[config.mk]
export PLATFORM = sky130hd
export DESIGN_NAME = sr_chain_tester_flat
export DESIGN_NICKNAME = d
export VERILOG_FILES = /design/src/rtl/sr_chain_tester_if.sv /design/src/rtl/sr_chain_tester.sv /design/src/flat_wrapper.sv
export SDC_FILE = /design/constraint.sdc
export NUM_CORES = 1
export LEC_CHECK = 0
export ABC_AREA = 1
export CORE_MARGIN = 2
export CORE_UTILIZATION = 54
export CTS_CLUSTER_DIAMETER = 200
export DETAILED_ROUTE_END_ITERATION = 7
export PLACE_DENSITY_LB_ADDON = 0.3
export SLEW_MARGIN = 15
export SYNTH_ARGS = -nofsm -noshare
export SYNTH_HDL_FRONTEND = slang
export SYNTH_SLANG_ARGS = --single-unit
[constraint.sdc]
create_clock -name clk -period 2.13 [get_ports clk]
set_input_delay 0.3195 -clock clk [delete_from_list [all_inputs] [get_ports clk]]
set_output_delay 0.3195 -clock clk [all_outputs]
set_load 0.005 [all_outputs]
[src/rtl/sr_chain_tester_if.sv]
// Control and chain signals between the shift-register BIST sequencer and its surroundings.
// The master side drives start/abort/pattern and the chain output; the sequencer is the slave.
interface sr_chain_tester_if #(
  parameter int PAT_W = 8,
  parameter int CNT_W = 8
);
  logic             start;
  logic             abort;
  logic [PAT_W-1:0] pattern;
  logic             sr_out;
  logic             sr_in;
  logic             sr_clk_en;
  logic             busy;
  logic             done;
  logic             pass;
  logic [7:0]       err_count;
  logic [CNT_W-1:0] first_err_idx;

  modport master (
    output start, abort, pattern, sr_out,
    input  sr_in, sr_clk_en, busy, done, pass, err_count, first_err_idx
  );

  modport slave (
    input  start, abort, pattern, sr_out,
    output sr_in, sr_clk_en, busy, done, pass, err_count, first_err_idx
  );
endinterface

[src/rtl/sr_chain_tester.sv]
// BIST sequencer for a latch-based shift-register chain: flush, load a repeating
// pattern, then drain and compare bit-by-bit, reporting error count and first failing index.
module sr_chain_tester #(
  parameter int LATENCY = 128,
  parameter int PAT_W   = 8,
  parameter int CNT_W   = $clog2(2*LATENCY+1)
) (
  input logic            clk,
  input logic            rst,
  sr_chain_tester_if.slave bus
);

  localparam int IDX_W = (PAT_W > 1) ? $clog2(PAT_W) : 1;
  localparam logic [CNT_W-1:0] CNT_LAST = CNT_W'(LATENCY - 1);
  localparam logic [CNT_W-1:0] CHK_BASE = CNT_W'(LATENCY);
  localparam logic [CNT_W-1:0] IDX_NONE = '1;
  localparam logic [IDX_W-1:0] PAT_LAST = IDX_W'(PAT_W - 1);

  typedef enum logic [2:0] {
    S_IDLE,
    S_FLUSH,
    S_LOAD,
    S_CHECK,
    S_DONE
  } state_t;

  state_t           state_q, state_d;
  logic [CNT_W-1:0] cnt_q, cnt_d;
  logic [IDX_W-1:0] idx_q, idx_d;
  logic [PAT_W-1:0] pat_q, pat_d;
  logic             sr_in_q, sr_in_d;
  logic             clk_en_q, clk_en_d;
  logic             busy_q, busy_d;
  logic             done_q, done_d;
  logic             pass_q, pass_d;
  logic [7:0]       err_q, err_d;
  logic [CNT_W-1:0] first_q, first_d;

  logic             cmp_en;
  logic             exp_bit;
  logic             mismatch;
  logic             phase_end;
  logic [CNT_W-1:0] cmp_idx;

  function automatic logic [7:0] sat_inc8(input logic [7:0] v);
    return (v == 8'hFF) ? v : v + 8'd1;
  endfunction

  function automatic logic [IDX_W-1:0] pat_idx_next(input logic [IDX_W-1:0] v);
    return (v == PAT_LAST) ? '0 : v + 1'b1;
  endfunction

  // Compare stage: LOAD expects the flushed zeros, CHECK expects the pattern stream back.
  always_comb begin
    cmp_en    = (state_q == S_LOAD) || (state_q == S_CHECK);
    exp_bit   = (state_q == S_CHECK) ? pat_q[idx_q] : 1'b0;
    cmp_idx   = (state_q == S_CHECK) ? CHK_BASE + cnt_q : cnt_q;
    mismatch  = cmp_en && (bus.sr_out != exp_bit);
    phase_end = (cnt_q == CNT_LAST);
  end

  always_comb begin
    state_d = state_q;
    cnt_d   = cnt_q;
    idx_d   = idx_q;
    pat_d   = pat_q;
    err_d   = err_q;
    first_d = first_q;
    pass_d  = pass_q;

    if (mismatch) begin
      err_d = sat_inc8(err_q);
      // err_count saturates but never returns to zero, so zero marks "no mismatch yet".
      if (err_q == 8'd0) first_d = cmp_idx;
    end

    case (state_q)
      S_IDLE: begin
        if (bus.start && !bus.abort) begin
          state_d = S_FLUSH;
          pat_d   = bus.pattern;
          err_d   = '0;
          pass_d  = 1'b0;
          first_d = IDX_NONE;
          cnt_d   = '0;
          idx_d   = '0;
        end
      end
      S_FLUSH, S_LOAD, S_CHECK: begin
        if (phase_end) begin
          cnt_d = '0;
          idx_d = '0;
          case (state_q)
            S_FLUSH: state_d = S_LOAD;
            S_LOAD:  state_d = S_CHECK;
            default: begin
              state_d = S_DONE;
              pass_d  = (err_d == 8'd0);
            end
          endcase
        end else begin
          cnt_d = cnt_q + 1'b1;
          idx_d = pat_idx_next(idx_q);
        end
      end
      S_DONE:  state_d = S_IDLE;
      default: state_d = S_IDLE;
    endcase

    if (bus.abort && (state_q != S_IDLE)) begin
      state_d = S_IDLE;
      err_d   = err_q;
      first_d = first_q;
      pass_d  = 1'b0;
    end

    // Outputs are registered, so they follow the state being entered.
    clk_en_d = (state_d == S_FLUSH) || (state_d == S_LOAD) || (state_d == S_CHECK);
    busy_d   = (state_d != S_IDLE);
    done_d   = (state_d == S_DONE);
    sr_in_d  = (state_d == S_LOAD) && pat_q[idx_d];
  end

  always_ff @(posedge clk) begin
    if (rst) begin
      state_q  <= S_IDLE;
      sr_in_q  <= 1'b0;
      clk_en_q <= 1'b0;
      busy_q   <= 1'b0;
      done_q   <= 1'b0;
      pass_q   <= 1'b0;
      err_q    <= '0;
      first_q  <= IDX_NONE;
    end else begin
      state_q  <= state_d;
      sr_in_q  <= sr_in_d;
      clk_en_q <= clk_en_d;
      busy_q   <= busy_d;
      done_q   <= done_d;
      pass_q   <= pass_d;
      err_q    <= err_d;
      first_q  <= first_d;
    end
  end

  // Phase counters and captured pattern are only meaningful once a test is running.
  always_ff @(posedge clk) begin
    cnt_q <= cnt_d;
    idx_q <= idx_d;
    pat_q <= pat_d;
  end

  assign bus.sr_in         = sr_in_q;
  assign bus.sr_clk_en     = clk_en_q;
  assign bus.busy          = busy_q;
  assign bus.done          = done_q;
  assign bus.pass          = pass_q;
  assign bus.err_count     = err_q;
  assign bus.first_err_idx = first_q;

endmodule

[src/flat_wrapper.sv]
// flat-port wrapper written by rule: the top's interface ports become plain ports
module sr_chain_tester_flat 
#(
  parameter int LATENCY = 128,
  parameter int PAT_W   = 8,
  parameter int CNT_W   = $clog2(2*LATENCY+1)
)
  (clk, rst, bus_start, bus_abort, bus_pattern, bus_sr_out, bus_sr_in, bus_sr_clk_en, bus_busy, bus_done, bus_pass, bus_err_count, bus_first_err_idx);
  sr_chain_tester_if #(.PAT_W(PAT_W), .CNT_W(CNT_W)) bus_i ();
  input logic clk;
  input logic rst;
  input wire logic [$bits(bus_i.start)-1:0] bus_start;
  input wire logic [$bits(bus_i.abort)-1:0] bus_abort;
  input wire logic [$bits(bus_i.pattern)-1:0] bus_pattern;
  input wire logic [$bits(bus_i.sr_out)-1:0] bus_sr_out;
  output wire logic [$bits(bus_i.sr_in)-1:0] bus_sr_in;
  output wire logic [$bits(bus_i.sr_clk_en)-1:0] bus_sr_clk_en;
  output wire logic [$bits(bus_i.busy)-1:0] bus_busy;
  output wire logic [$bits(bus_i.done)-1:0] bus_done;
  output wire logic [$bits(bus_i.pass)-1:0] bus_pass;
  output wire logic [$bits(bus_i.err_count)-1:0] bus_err_count;
  output wire logic [$bits(bus_i.first_err_idx)-1:0] bus_first_err_idx;
  assign bus_i.start = bus_start;
  assign bus_i.abort = bus_abort;
  assign bus_i.pattern = bus_pattern;
  assign bus_i.sr_out = bus_sr_out;
  assign bus_sr_in = bus_i.sr_in;
  assign bus_sr_clk_en = bus_i.sr_clk_en;
  assign bus_busy = bus_i.busy;
  assign bus_done = bus_i.done;
  assign bus_pass = bus_i.pass;
  assign bus_err_count = bus_i.err_count;
  assign bus_first_err_idx = bus_i.first_err_idx;
  sr_chain_tester #(.LATENCY(LATENCY), .PAT_W(PAT_W), .CNT_W(CNT_W)) u_core (.clk(clk), .rst(rst), .bus(bus_i));
endmodule
## Word-level counts from Yosys, hierarchy flattened

Index checks and enable logic that the tools add are counted.

| operators by class | value |
|---|---|
| equal/unequal tests | 14 |
| reductions and logical operators | 20 |
| magnitude comparators | 2 |
| muxes and demuxes | 30 |
| add/subtract/negate cells | 4 |

Operators with widths:

| operator | number |
|---|---|
| $mux W9 | 7 |
| $mux W8 | 4 |
| $mux W3 | 6 |
| $pmux W3 S2 | 3 |
| $pmux W9 S2 | 1 |
| $logic_not A8 Y1 | 2 |
| $eq A3 B2 Y1 const B | 4 |
| $add A8 B9 Y9 const A | 1 |
| $add A9 B1 Y9 const B | 1 |
| $eq A9 B7 Y1 const B | 1 |
| $add A8 B1 Y8 const B | 1 |
| $eq A8 B8 Y1 const B | 1 |
| $lt A3 B4 Y1 const B | 2 |
| $bmux W1 S3 | 2 |
| $eq A3 B1 Y1 const B | 2 |
| $eq A3 B3 Y1 const B | 2 |
| $mux W1 | 6 |
| $reduce_bool A3 Y1 | 2 |
| $logic_and A1 B1 Y1 | 4 |
| $ne A2 B1 Y1 const B | 2 |
| $reduce_and A2 Y1 | 2 |
| $reduce_and A4 Y1 | 1 |
| $reduce_or A2 Y1 | 2 |
| $add A3 B1 Y3 const B | 1 |
| other kinds (8) | 10 |

| storage, ports and cells | value |
|---|---|
| bits of input ports | 13 |
| bits in registers | 45 |
| output and inout bits | 22 |
| logic and storage cells | 81 |

## Longest topological paths before layout

| logic depth | value |
|---|---|
| word-level depth | 10 |
| depth in mapped cells | 14 |
| depth with buffers taken out | 14 |

## Worst setup path before layout

Ideal clock, no wire load.

| timing path | value |
|---|---|
| path kind | flip-flop to flip-flop |
| from | reg u_core.cnt_q[0] |
| to | reg u_core.sr_in_q (netlist: u_core.bus.sr_in) |
| stages on the path, launching flop included | 15 |
| path buffers | 0 |
| arrival | 1.747 ns |
| data required time | 2.015 ns |
| path slack | 0.268 ns |
| path through | edfxtp_1 ha_1 nand2_2 nor3_4 nand4_2 nand2_2 inv_2 nand2_2 o21ai_4 a21oi_1 o21ai_1 nand2_1 nand2_1 nand2_1 nor2_1 |

| on the way | value |
|---|---|
| cells in the longest elaborated chain, start to end | 6 |
| elaborated cells on any way between the ends | 10 |
| those cells by class | 2 x eq/ne; 7 x mux; 1 x reduce/logical |

RTL lines:

| element | RTL line | RTL |
|---|---|---|
| from (decl) | sr_chain_tester.sv:28 | `logic [CNT_W-1:0] cnt_q, cnt_d;` |
| from (signal assigned) | sr_chain_tester.sv:148 | `cnt_q <= cnt_d;` |
| $eq A9 B7 Y1 | sr_chain_tester.sv:59 | `phase_end = (cnt_q == CNT_LAST);` |
| $mux W3 | sr_chain_tester.sv:90 | `if (phase_end) begin` |
| $pmux W3 S2 | sr_chain_tester.sv:77 | `case (state_q)` |
| via u_core.idx_d[0] | sr_chain_tester.sv:29 | `logic [IDX_W-1:0] idx_q, idx_d;` |
| $bmux W1 S3 | sr_chain_tester.sv:121 | `sr_in_d = (state_d == S_LOAD) && pat_q[idx_d];` |
| $mux W1 (not written as such) | sr_chain_tester.sv:121 |  |
| $logic_and A1 B1 Y1 | sr_chain_tester.sv:121 |  |
| to (signal assigned) | sr_chain_tester.sv:136 | `sr_in_q <= sr_in_d;` |
| to (decl) | sr_chain_tester.sv:31 | `logic sr_in_q, sr_in_d;` |

The timed path passes the listed nets, and every way through them passes these cells. The select of a mux whose other input is x is not followed.
A chain may end at the register's enable or synchronous reset.

## Final worst setup path

| timing path | value |
|---|---|
| from | reg u_core.cnt_q[0] |
| to | reg u_core.sr_in_q (netlist: u_core.bus.sr_in) |

| on the way | value |
|---|---|
| cells in the longest elaborated chain, start to end | 6 |
| elaborated cells on any way between the ends | 10 |
| those cells by class | 2 x eq/ne; 7 x mux; 1 x reduce/logical |

RTL lines:

| element | RTL line |
|---|---|
| $eq A9 B7 Y1 (*) | sr_chain_tester.sv:59 |
| $mux W3 | sr_chain_tester.sv:90 |
| $pmux W3 S2 | sr_chain_tester.sv:77 |
| $bmux W1 S3 or $mux W3 (tied branches) | sr_chain_tester.sv:121, sr_chain_tester.sv:110 |
| $mux W1 (not written as such) or $eq A3 B2 Y1 (tied branches) | sr_chain_tester.sv:121 |
| $logic_and A1 B1 Y1 (*) | sr_chain_tester.sv:121 |

Every way passes the cells marked *; elsewhere a longest branch is shown, timed or not. The select of a mux whose other input is x is not followed.

==> results.cfg <==
[detailed_routing]
firstDrtPassIters = 5
vias = 2337
first_iter_violations = 158
viasPerCell = 5.264
drt-total-wl_um = 5451
route.detailed.drc = 0
routedWlPerCell_um = 12.28
drtAntennaViolNets = 0

[yosys]
synth-seq-cells = 45
synthCells = 339
ys_async_sr_fraction = 0
synth_nets = 357
synth_area_mm2 = 0.002470
synth_cell_types = 31
ys_seq_area_frac = 0.4336
synth_ff_type = dfxtp_1
synth.avg_cell_area_um2 = 7.286
synth_edf_count = 17
yosys_warnings = 0

[finish]
nNetsFinal = 409
diodes = 0
final_util = 0.7118
final_layout_size_suffix_gt1_frac = 0.1352
synthToLayoutAreaGrowth_pct = 26.34
fillers = 352

[die]
die_w_um = 71.63
rows = 24
floorplan.initialDensity = 0.5634
core_mm2 = 0.004384
io_pins = 35
die_y_um = 71.63
die_area_mm2 = 0.005131

[global_route]
grt_overflow = 0
grt_pass1_vias = 2145
grt_max_degree = 18
grt_pass1_wl_um = 9059
antenna_found_initial = 0
grt_use_total = 0.2202

[power]
peakVddDrop_mv = 0.4515
power.density_mw_per_mm2 = 588.6
p_leak_nw = 1.369
totalPowerFinal_mw = 1.837

[setup_path]
path_cells = ha_2 -> nand2_2 -> nor3_4 -> nand2_2 -> nor3_2 -> buf_4 -> nand3_1 -> and3_1 -> nand2_1 -> nor2_1
worst-r2r-cell-count = 10
worstSetupStartpoint = u_core.cnt_q[0]
startpoint_type = register
cp_slowest_cell = edfxtp_1
criticalPathCategory = reg -> reg
worst_r2r_startpoint = u_core.cnt_q[0]
worstPathMaxFanout = 5
path_common_cell = nand2_2
crit_path_end = u_core.bus.sr_in
slowest_delay_ns = 0.44
end_kind = register
critical_path_required_ns = 2.33
r2r_end = u_core.bus.sr_in
r2r_slack_ns = 0.11
arrival_ns = 2.22

[cts]
cts_root_buf = clkbuf_8
cts_tree = built
clock-sinks = 45
cts_made_buffers = 5
h-tree-depth = 2
worstSkewPairLatency_ns = 0.30
cts_buffer_depth = 2
clkTransAtPathRegs_ns = 0.09

[sta]
max_slew_margin = 0.6426
rsz0062_at_grt = true
hold_viol_final = 0
slew_viol_final = 0
setup_viol = 0
fin_worst_skew_ns = 0.005665
tightest_slew_ns = 0.5360
finalCritPeriodShare = 0.9494
finalCriticalPeriod_ns = 2.022
clock.fmax_mhz = 494.5

[status]
status = complete, no violations

[worst_hold_path]
hp-class = reg -> reg
whs_path_depth = 2

[placed_design]
hpwl_um = 4103
port_buffers = 34
gp_congestion = 0.9696

[flow_run]
cap_viol_max_count = 0
[report_power, final]
| group | switching (mW) | leakage (nW) | internal (mW) |
|---|---|---|---|
| Combinational | 0.132 | 0.923 | 0.0941 |
| Clock | 0.300 | 0.0543 | 0.351 |
| Sequential | 0.0314 | 0.391 | 0.927 |
| Total | 0.464 | 1.37 | 1.37 |
[synth_stat cells (all sizes together), types with 3 or more instances]
library cell	count	area, um^2
nand4	8	56.30
edfxtp	17	510.5
xor2	4	35.03
ha	5	62.56
o21ai	21	116.4
dfxtp	28	560.5
a21oi	18	93.84
clkbuf	3	11.26
inv	50	187.7
nor3	4	36.29
nand2	99	381.6
nand3	43	225.2
nor2	31	131.4
[logic make-up (layout without fill, tap and decap cells)]
logic type,count (synthesis),count (layout),share of synthesized area
and+or+nand+nor,187,187,0.3414
AOI/OAI and AO/OA,43,43,0.09879
xor gates and xnor gates,4,4,0.01418
DFF,45,45,0.4336
buffers and inverters,55,108,0.08662
adders and majority gates,5,5,0.02533
[how the worst min path moves through the flow]
stage	from	to	slack [ns]
3_5_place_dp	u_core.bus.pass	u_core.bus.pass	0.48
5_1_grt	u_core.bus.first_err_idx[3]	u_core.bus.first_err_idx[3]	0.53
6_report	u_core.bus.pass	u_core.bus.pass	0.50
4_1_cts	u_core.bus.pass	u_core.bus.pass	0.49
2_1_floorplan	rst	u_core.state_q[0]	0.40
3_3_place_gp	u_core.bus.pass	u_core.bus.pass	0.47
[metal layers]
metal | GRT usage | share of wire | up-vias
met5 | 0 | 0 | -
met2 | 0.3683 | 0.49 | 55
li1 | - | - | 1212
met1 | 0.2884 | 0.46 | 1063
met4 | 0.07547 | 0.012 | 0
met3 | 0.03938 | 0.044 | 7
[registers in the layout, indices dropped and copies added (netlist names)]
| name | flops |
|---|---|
| u_core.bus.busy | 1 |
| u_core.bus.err_count | 8 |
| u_core.state_q | 3 |
| u_core.idx_q | 3 |
| u_core.pat_q | 8 |
| u_core.bus.sr_clk_en | 1 |
| u_core.bus.first_err_idx | 9 |
| u_core.cnt_q | 9 |
| u_core.bus.done | 1 |
| u_core.bus.sr_in | 1 |
| u_core.bus.pass | 1 |
[worst max-delay path, delay by kind of cell (launching register included)]
kind / cells / cell delay, ns
fa+ha+maj: 1 / 0.22
buf+inv: 1 / 0.15
flops: 1 / 0.44
simple gates: 8 / 1.11
[per-stage QoR]
stage / cell area [um^2] / worst slack [ns] / instances / TNS [ns] / hold WS [ns]
after floorplan: 2470 / 0.2676 / 339 / 0 / 0.4025
after global placement: 2913 / 0.05244 / 429 / 0 / 0.4733
after detailed placement: 2913 / 0.004360 / 429 / 0 / 0.4815
after CTS: 3033 / 0.02284 / 437 / 0 / 0.4943
after global routing: 3120 / -0.1140 / 444 / -0.2706 / 0.5348
final: 3120 / 0.1078 / 444 / 0 / 0.4968
[cell usage in the layout (no fill, tap or decap), types with 5 or more instances in the layout]
cell type and n:
a21oi_1 16, buf_4 15, clkbuf_8 5, clkdlybuf4s50_1 34, dfxtp_1 26, edfxtp_1 17
inv_1 43, inv_2 7, nand2_1 94, nand3_1 41, nand4_1 7, nor2_1 27
o21ai_0 14, o21ai_1 6
[cell type report]
class                           count  area [um^2]  share of cell area
Timing Repair Buffer               49        452.9              0.1451
Tap cell                           52        65.06             0.02085
Multi-Input combinational cell    239         1222              0.3917
Inverter                           51        191.4             0.06135
Clock inverter                      3        46.29             0.01484
Clock buffer                        5        68.82             0.02205
Sequential cell                    45         1074              0.3440
[timing repair]
| item | CTS | global route |
|---|---|---|
| setup endpoints to repair | 1 | 8 |
| hold buffers | 0 | 0 |
| pin swaps | 0 | 8 |
| resized for setup | 1 | 14 |
| buffers inserted | 0 | 7 |
Note: power is estimated with default switching activity, not from simulation.
==> variant 1: new RTL, same settings <==
Make the reset (`rst`) asynchronous in one clocked block.
--- a/src/rtl/sr_chain_tester.sv
+++ b/src/rtl/sr_chain_tester.sv
@@ -121,7 +121,7 @@
     sr_in_d  = (state_d == S_LOAD) && pat_q[idx_d];
   end
 
-  always_ff @(posedge clk) begin
+  always_ff @(posedge clk or posedge rst) begin
     if (rst) begin
       state_q  <= S_IDLE;
       sr_in_q  <= 1'b0;
Behaviour: differs if rst is asserted again (counterexample within 4 cycles, from zero or initial values and one cycle with rst high); with rst held inactive, the same outputs for 10 cycles.
==> variant 1 against the original RTL <==
  * Final area shrank 1.7%
  * Total power grew 0.53%
  * Critical path depth grew 2
  * Worst setup slack gained 0.063 ns
  * Critical path type unchanged
  * Sequential cell count is the same
  * Routed wire length grew 2.4%
  * Synthesized area grew 1.4%
  * Sequential share of layout area grew 5.0 points
  * Combinational power grew 42%
==> variant 1: results (changes against the original RTL) <==
* Run status: completed (unchanged)
- The number of detailed-route iterations in the first pass was 4 (was 5).
- Total routing usage reported by global routing: 0.229 (was 0.220)
- Via count of the first global-routing pass: 1982 (was 2145)
* Clock net power: 0.524 mW (was 0.652 mW)
- Min-delay worst type: input pin to asynchronous set/reset pin (was flop to flop)
* Multi-input gate share of the layout cell area: 0.355 (was 0.392)
* WL/cell: 13.6 um (was 12.3 um)
* Number of inserted filler cells in the final layout: 357 (was 352)
- The fraction of registers with async set or reset after synthesis is 0.556 (was 0).
- Starting DRC count in detailed routing: 179 (was 158)
* Post-synthesis cell type count: 37 (was 31)
* Share of synthesized cell area in full adder, half adder and majority cells: 0.0250 (was 0.0253)
- Power Total: 1.85 mW (was 1.84 mW)
* Pin count of the biggest net entering global routing: 26 (was 18)
* Synthesized-area fraction occupied by ao, oa, aoi and oai cells: 0.0675 (was 0.0988)
- Post-DR vias/cell: 5.40 (was 5.26)
- Crit Path Max Fanout: 7 (was 5)
- The minimum setup slack after placement is 0.111 ns (was 0.00436 ns).
* CP Data Arrival Time: 2.16 ns (was 2.22 ns)
- Wire length of the first global-routing pass: 9200 um (was 9060 um)
- Number of vias after detailed routing: 2219 (was 2337)
* Synthesized area per cell: 8.13 um2 (was 7.29 um2)
- Count of clock buffers in the final design: 7 (was 5)
- Commonest cells in the netlist: sky130_fd_sc_hd__nand2_1 (74), sky130_fd_sc_hd__inv_1 (49), sky130_fd_sc_hd__nand3_1 (36), sky130_fd_sc_hd__nor2_1 (30), sky130_fd_sc_hd__edfxtp_1 (17) (was sky130_fd_sc_hd__nand2_1 (95), sky130_fd_sc_hd__inv_1 (45), sky130_fd_sc_hd__nand3_1 (41), sky130_fd_sc_hd__nor2_1 (29), sky130_fd_sc_hd__dfxtp_1 (28)).
- The leakage power figure is 1.39 nW (was 1.37 nW).
- The number of instances in the placed design came to 401 (was 429).
- Share of total power in combinational logic: 0.174 (was 0.123)
- The worst clock skew on the final layout is 0.0117 ns (was 0.00566 ns).
* Worst vdd rail ir drop: 0.367 mV (was 0.451 mV)
- The number of instances resized during post-cts repair was 0 (was 1).
- Clock-cell share of area: 0.0265 (was 0.0369)
- The peak per-stage delay on the critical path is 0.39 ns (was 0.44 ns).
- The non-clock buffer area fraction after layout is 0.138 (was 0.145).
- Inverters, non-clock: 53 (was 51)
* NumNets Final: 376 (was 409)
* Share of the yosys chip area belonging to registers: 0.482 (was 0.434)
* Power Internal: 1.31 mW (was 1.37 mW)
- Non-clock buffer count: 45 (was 49)
- The multi-input combinational cell count was 208 (was 239).
- The placement-stage cell area came to 2960 um2 (was 2910 um2).
* Share of post-route cells with drive strength above 1: 0.128 (was 0.135)
* DPL Wire Length: 4110 um (was 4100 um)
- Leading post-synthesis cells by cell area: sky130_fd_sc_hd__edfxtp_1 (20%), sky130_fd_sc_hd__dfrtp_1 (16%), sky130_fd_sc_hd__nand2_1 (11%) (was sky130_fd_sc_hd__dfxtp_1 (23%), sky130_fd_sc_hd__edfxtp_1 (21%), sky130_fd_sc_hd__nand2_1 (14%))
- The placer's final routability congestion estimate was 0.902 (was 0.970).
variant 1: final timing paths:
kind | from | end | slack, ns | cells after the start
hold / removal | rst | u_core.bus.err_count[7] | 0.36 | 3
setup reg to reg | u_core.cnt_q[0] | u_core.bus.sr_in | 0.17 | 12
hold reg to reg | u_core.bus.first_err_idx[8] | u_core.bus.first_err_idx[8] | 0.50 | 2
max in group asynchronous | rst | u_core.bus.first_err_idx[7] | 1.47 | 3
min in group clk | u_core.bus.first_err_idx[8] | u_core.bus.first_err_idx[8] | 0.50 | 2
setup / recovery | u_core.cnt_q[0] | u_core.bus.sr_in | 0.17 | 12
variant 1: per-layer routing:
metal / up-vias / GRT usage / part of all wire
met5: - / 0 / 0
met4: 0 / 0.0629 / 0.011
met3: 7 / 0.0514 / 0.062
met2: 68 / 0.368 / 0.48
met1: 1039 / 0.313 / 0.45
li1: 1105 / - / -
==> variant 2: new RTL, same flow settings <==
Made on the original files. `PAT_W` is set to 8 in 3 places; all go to 16.
--- a/src/rtl/sr_chain_tester_if.sv
+++ b/src/rtl/sr_chain_tester_if.sv
@@ -1,7 +1,7 @@
 // Control and chain signals between the shift-register BIST sequencer and its surroundings.
 // The master side drives start/abort/pattern and the chain output; the sequencer is the slave.
 interface sr_chain_tester_if #(
-  parameter int PAT_W = 8,
+  parameter int PAT_W = 16,
   parameter int CNT_W = 8
 );
   logic             start;
--- a/src/rtl/sr_chain_tester.sv
+++ b/src/rtl/sr_chain_tester.sv
@@ -2,7 +2,7 @@
 // pattern, then drain and compare bit-by-bit, reporting error count and first failing index.
 module sr_chain_tester #(
   parameter int LATENCY = 128,
-  parameter int PAT_W   = 8,
+  parameter int PAT_W   = 16,
   parameter int CNT_W   = $clog2(2*LATENCY+1)
 ) (
   input logic            clk,
--- a/src/flat_wrapper.sv
+++ b/src/flat_wrapper.sv
@@ -2,7 +2,7 @@
 module sr_chain_tester_flat 
 #(
   parameter int LATENCY = 128,
-  parameter int PAT_W   = 8,
+  parameter int PAT_W   = 16,
   parameter int CNT_W   = $clog2(2*LATENCY+1)
 )
   (clk, rst, bus_start, bus_abort, bus_pattern, bus_sr_out, bus_sr_in, bus_sr_clk_en, bus_busy, bus_done, bus_pass, bus_err_count, bus_first_err_idx);
Ports: changed (resized bus_pattern); port bits go from 35 to 43. The function was not compared with the original's and may differ.
==> variant 2 against the original RTL <==
  * Die area is 19% higher
  * Fmax shrank 1.3%
  * Critical path depth is 3 higher
  * Sequential power grew 22%
  * Synthesized area up 21%
  * Worst setup slack worse by 0.027 ns
  * Utilization down 0.69 points
  * Routed wire length up 27%
  * Total power increased by 20%
  * Final area increased by 22%
  * Sequential cell count grew 9
==> variant 2: results (changes against the original RTL) <==
- Run status: completed (unchanged)
* Global-route met3 utilization: 0.0494 (was 0.0394)
- The proportion of cell area occupied by registers was 0.350 (was 0.344).
- Met2 usage: 0.391 (was 0.368)
- Leakage Power: 1.54 nW (was 1.37 nW)
- The layout cell share with drive strength beyond 1 was 0.148 (was 0.135).
* Post-DR vias/cell: 5.38 (was 5.26)
* Worst vdd rail ir drop: 0.477 mV (was 0.451 mV)
- The slack of the worst reg-to-reg path is 0.08 ns (was 0.11 ns).
- The clock buffer count in the final layout was 7 (was 5).
* Non-clock buffer count: 64 (was 49)
- Multi-input gate share of the layout cell area: 0.394 (was 0.392)
- Commonest cells in the netlist: sky130_fd_sc_hd__nand2_1 (91), sky130_fd_sc_hd__inv_1 (48), sky130_fd_sc_hd__nand3_1 (41), sky130_fd_sc_hd__nor2_1 (36), sky130_fd_sc_hd__dfxtp_1 (29) (was sky130_fd_sc_hd__nand2_1 (95), sky130_fd_sc_hd__inv_1 (45), sky130_fd_sc_hd__nand3_1 (41), sky130_fd_sc_hd__nor2_1 (29), sky130_fd_sc_hd__dfxtp_1 (28)).
* Leading post-synthesis cells by cell area: sky130_fd_sc_hd__edfxtp_1 (25%), sky130_fd_sc_hd__dfxtp_1 (19%), sky130_fd_sc_hd__nand2_1 (11%) (was sky130_fd_sc_hd__dfxtp_1 (23%), sky130_fd_sc_hd__edfxtp_1 (21%), sky130_fd_sc_hd__nand2_1 (14%))
* Post-synthesis sequential element count: 54 (was 45)
- Total routing usage reported by global routing: 0.228 (was 0.220)
* NumNets Final: 477 (was 409)
* Signal buf overhead: 0.154 (was 0.145)
* Met3 Wirelength: 350 um (was 238 um)
- Inverters, non-clock: 52 (was 51)
- The number of cells on the worst reg-to-reg path is 13 (was 10).
* Power Internal: 1.63 mW (was 1.37 mW)
- Clock-cell share of area: 0.0279 (was 0.0369)
- Pin count of the biggest net entering global routing: 17 (was 18)
- Total non-filler cell area in the finished layout: 3810 um2 (was 3120 um2)
- Number of multi-input logic gates: 275 (was 239)
* Die outline area: 6130 um2 (was 5130 um2)
- Length of routed met2 wiring: 3350 um (was 2660 um)
* Wire length of the first global-routing pass: 11200 um (was 9060 um)
variant 2: cell count changes after synthesis, sizes merged, moves of 2 or more:
cell	before	now
edfxtp	17	25
nor2	31	39
nand3	43	45
o21bai	0	2
a21oi	18	20
clkbuf	3	6
nor3	4	11
xor2	4	8
o211ai	2	7
o21ai	21	25
buf	1	4
variant 2: cell families after synthesis:
kind of cell | after synthesis | synth area share
AND/OR/NAND/NOR | 205 | 0.319
buffers and inverters | 62 | 0.0856
AO/OA/AOI/OAI | 56 | 0.106
flip-flops | 54 | 0.447
XOR/XNOR | 9 | 0.0264
adder cells (fa/ha/maj) | 4 | 0.0168
variant 2: metrics by stage:
step	cells	power [mW]	setup TNS (ns)	worst slack, ns
final	525	2.21	0	0.0807
after CTS	518	2.18	0	0.00942
after floorplan	390	1.39	0	0.266
after global placement	510	1.50	0	0.0872
after global routing	525	2.32	-0.163	-0.0790
after detailed placement	510	1.51	-0.0146	-0.0146
variant 2: worst reg2reg max path, cell delays in order (launching register included):
cell and delay, ns:
sky130_fd_sc_hd__edfxtp_1 0.39, sky130_fd_sc_hd__ha_2 0.20, sky130_fd_sc_hd__nand2_2 0.06, sky130_fd_sc_hd__inv_2 0.08, sky130_fd_sc_hd__nand2_4 0.06, sky130_fd_sc_hd__nor4_4 0.30, sky130_fd_sc_hd__nor2_4 0.09, sky130_fd_sc_hd__nand3_4 0.14
sky130_fd_sc_hd__nand2_4 0.09, sky130_fd_sc_hd__o211ai_1 0.20, sky130_fd_sc_hd__nand3_1 0.11, sky130_fd_sc_hd__nand3_2 0.10, sky130_fd_sc_hd__nand2_1 0.05, sky130_fd_sc_hd__nor2_1 0.09
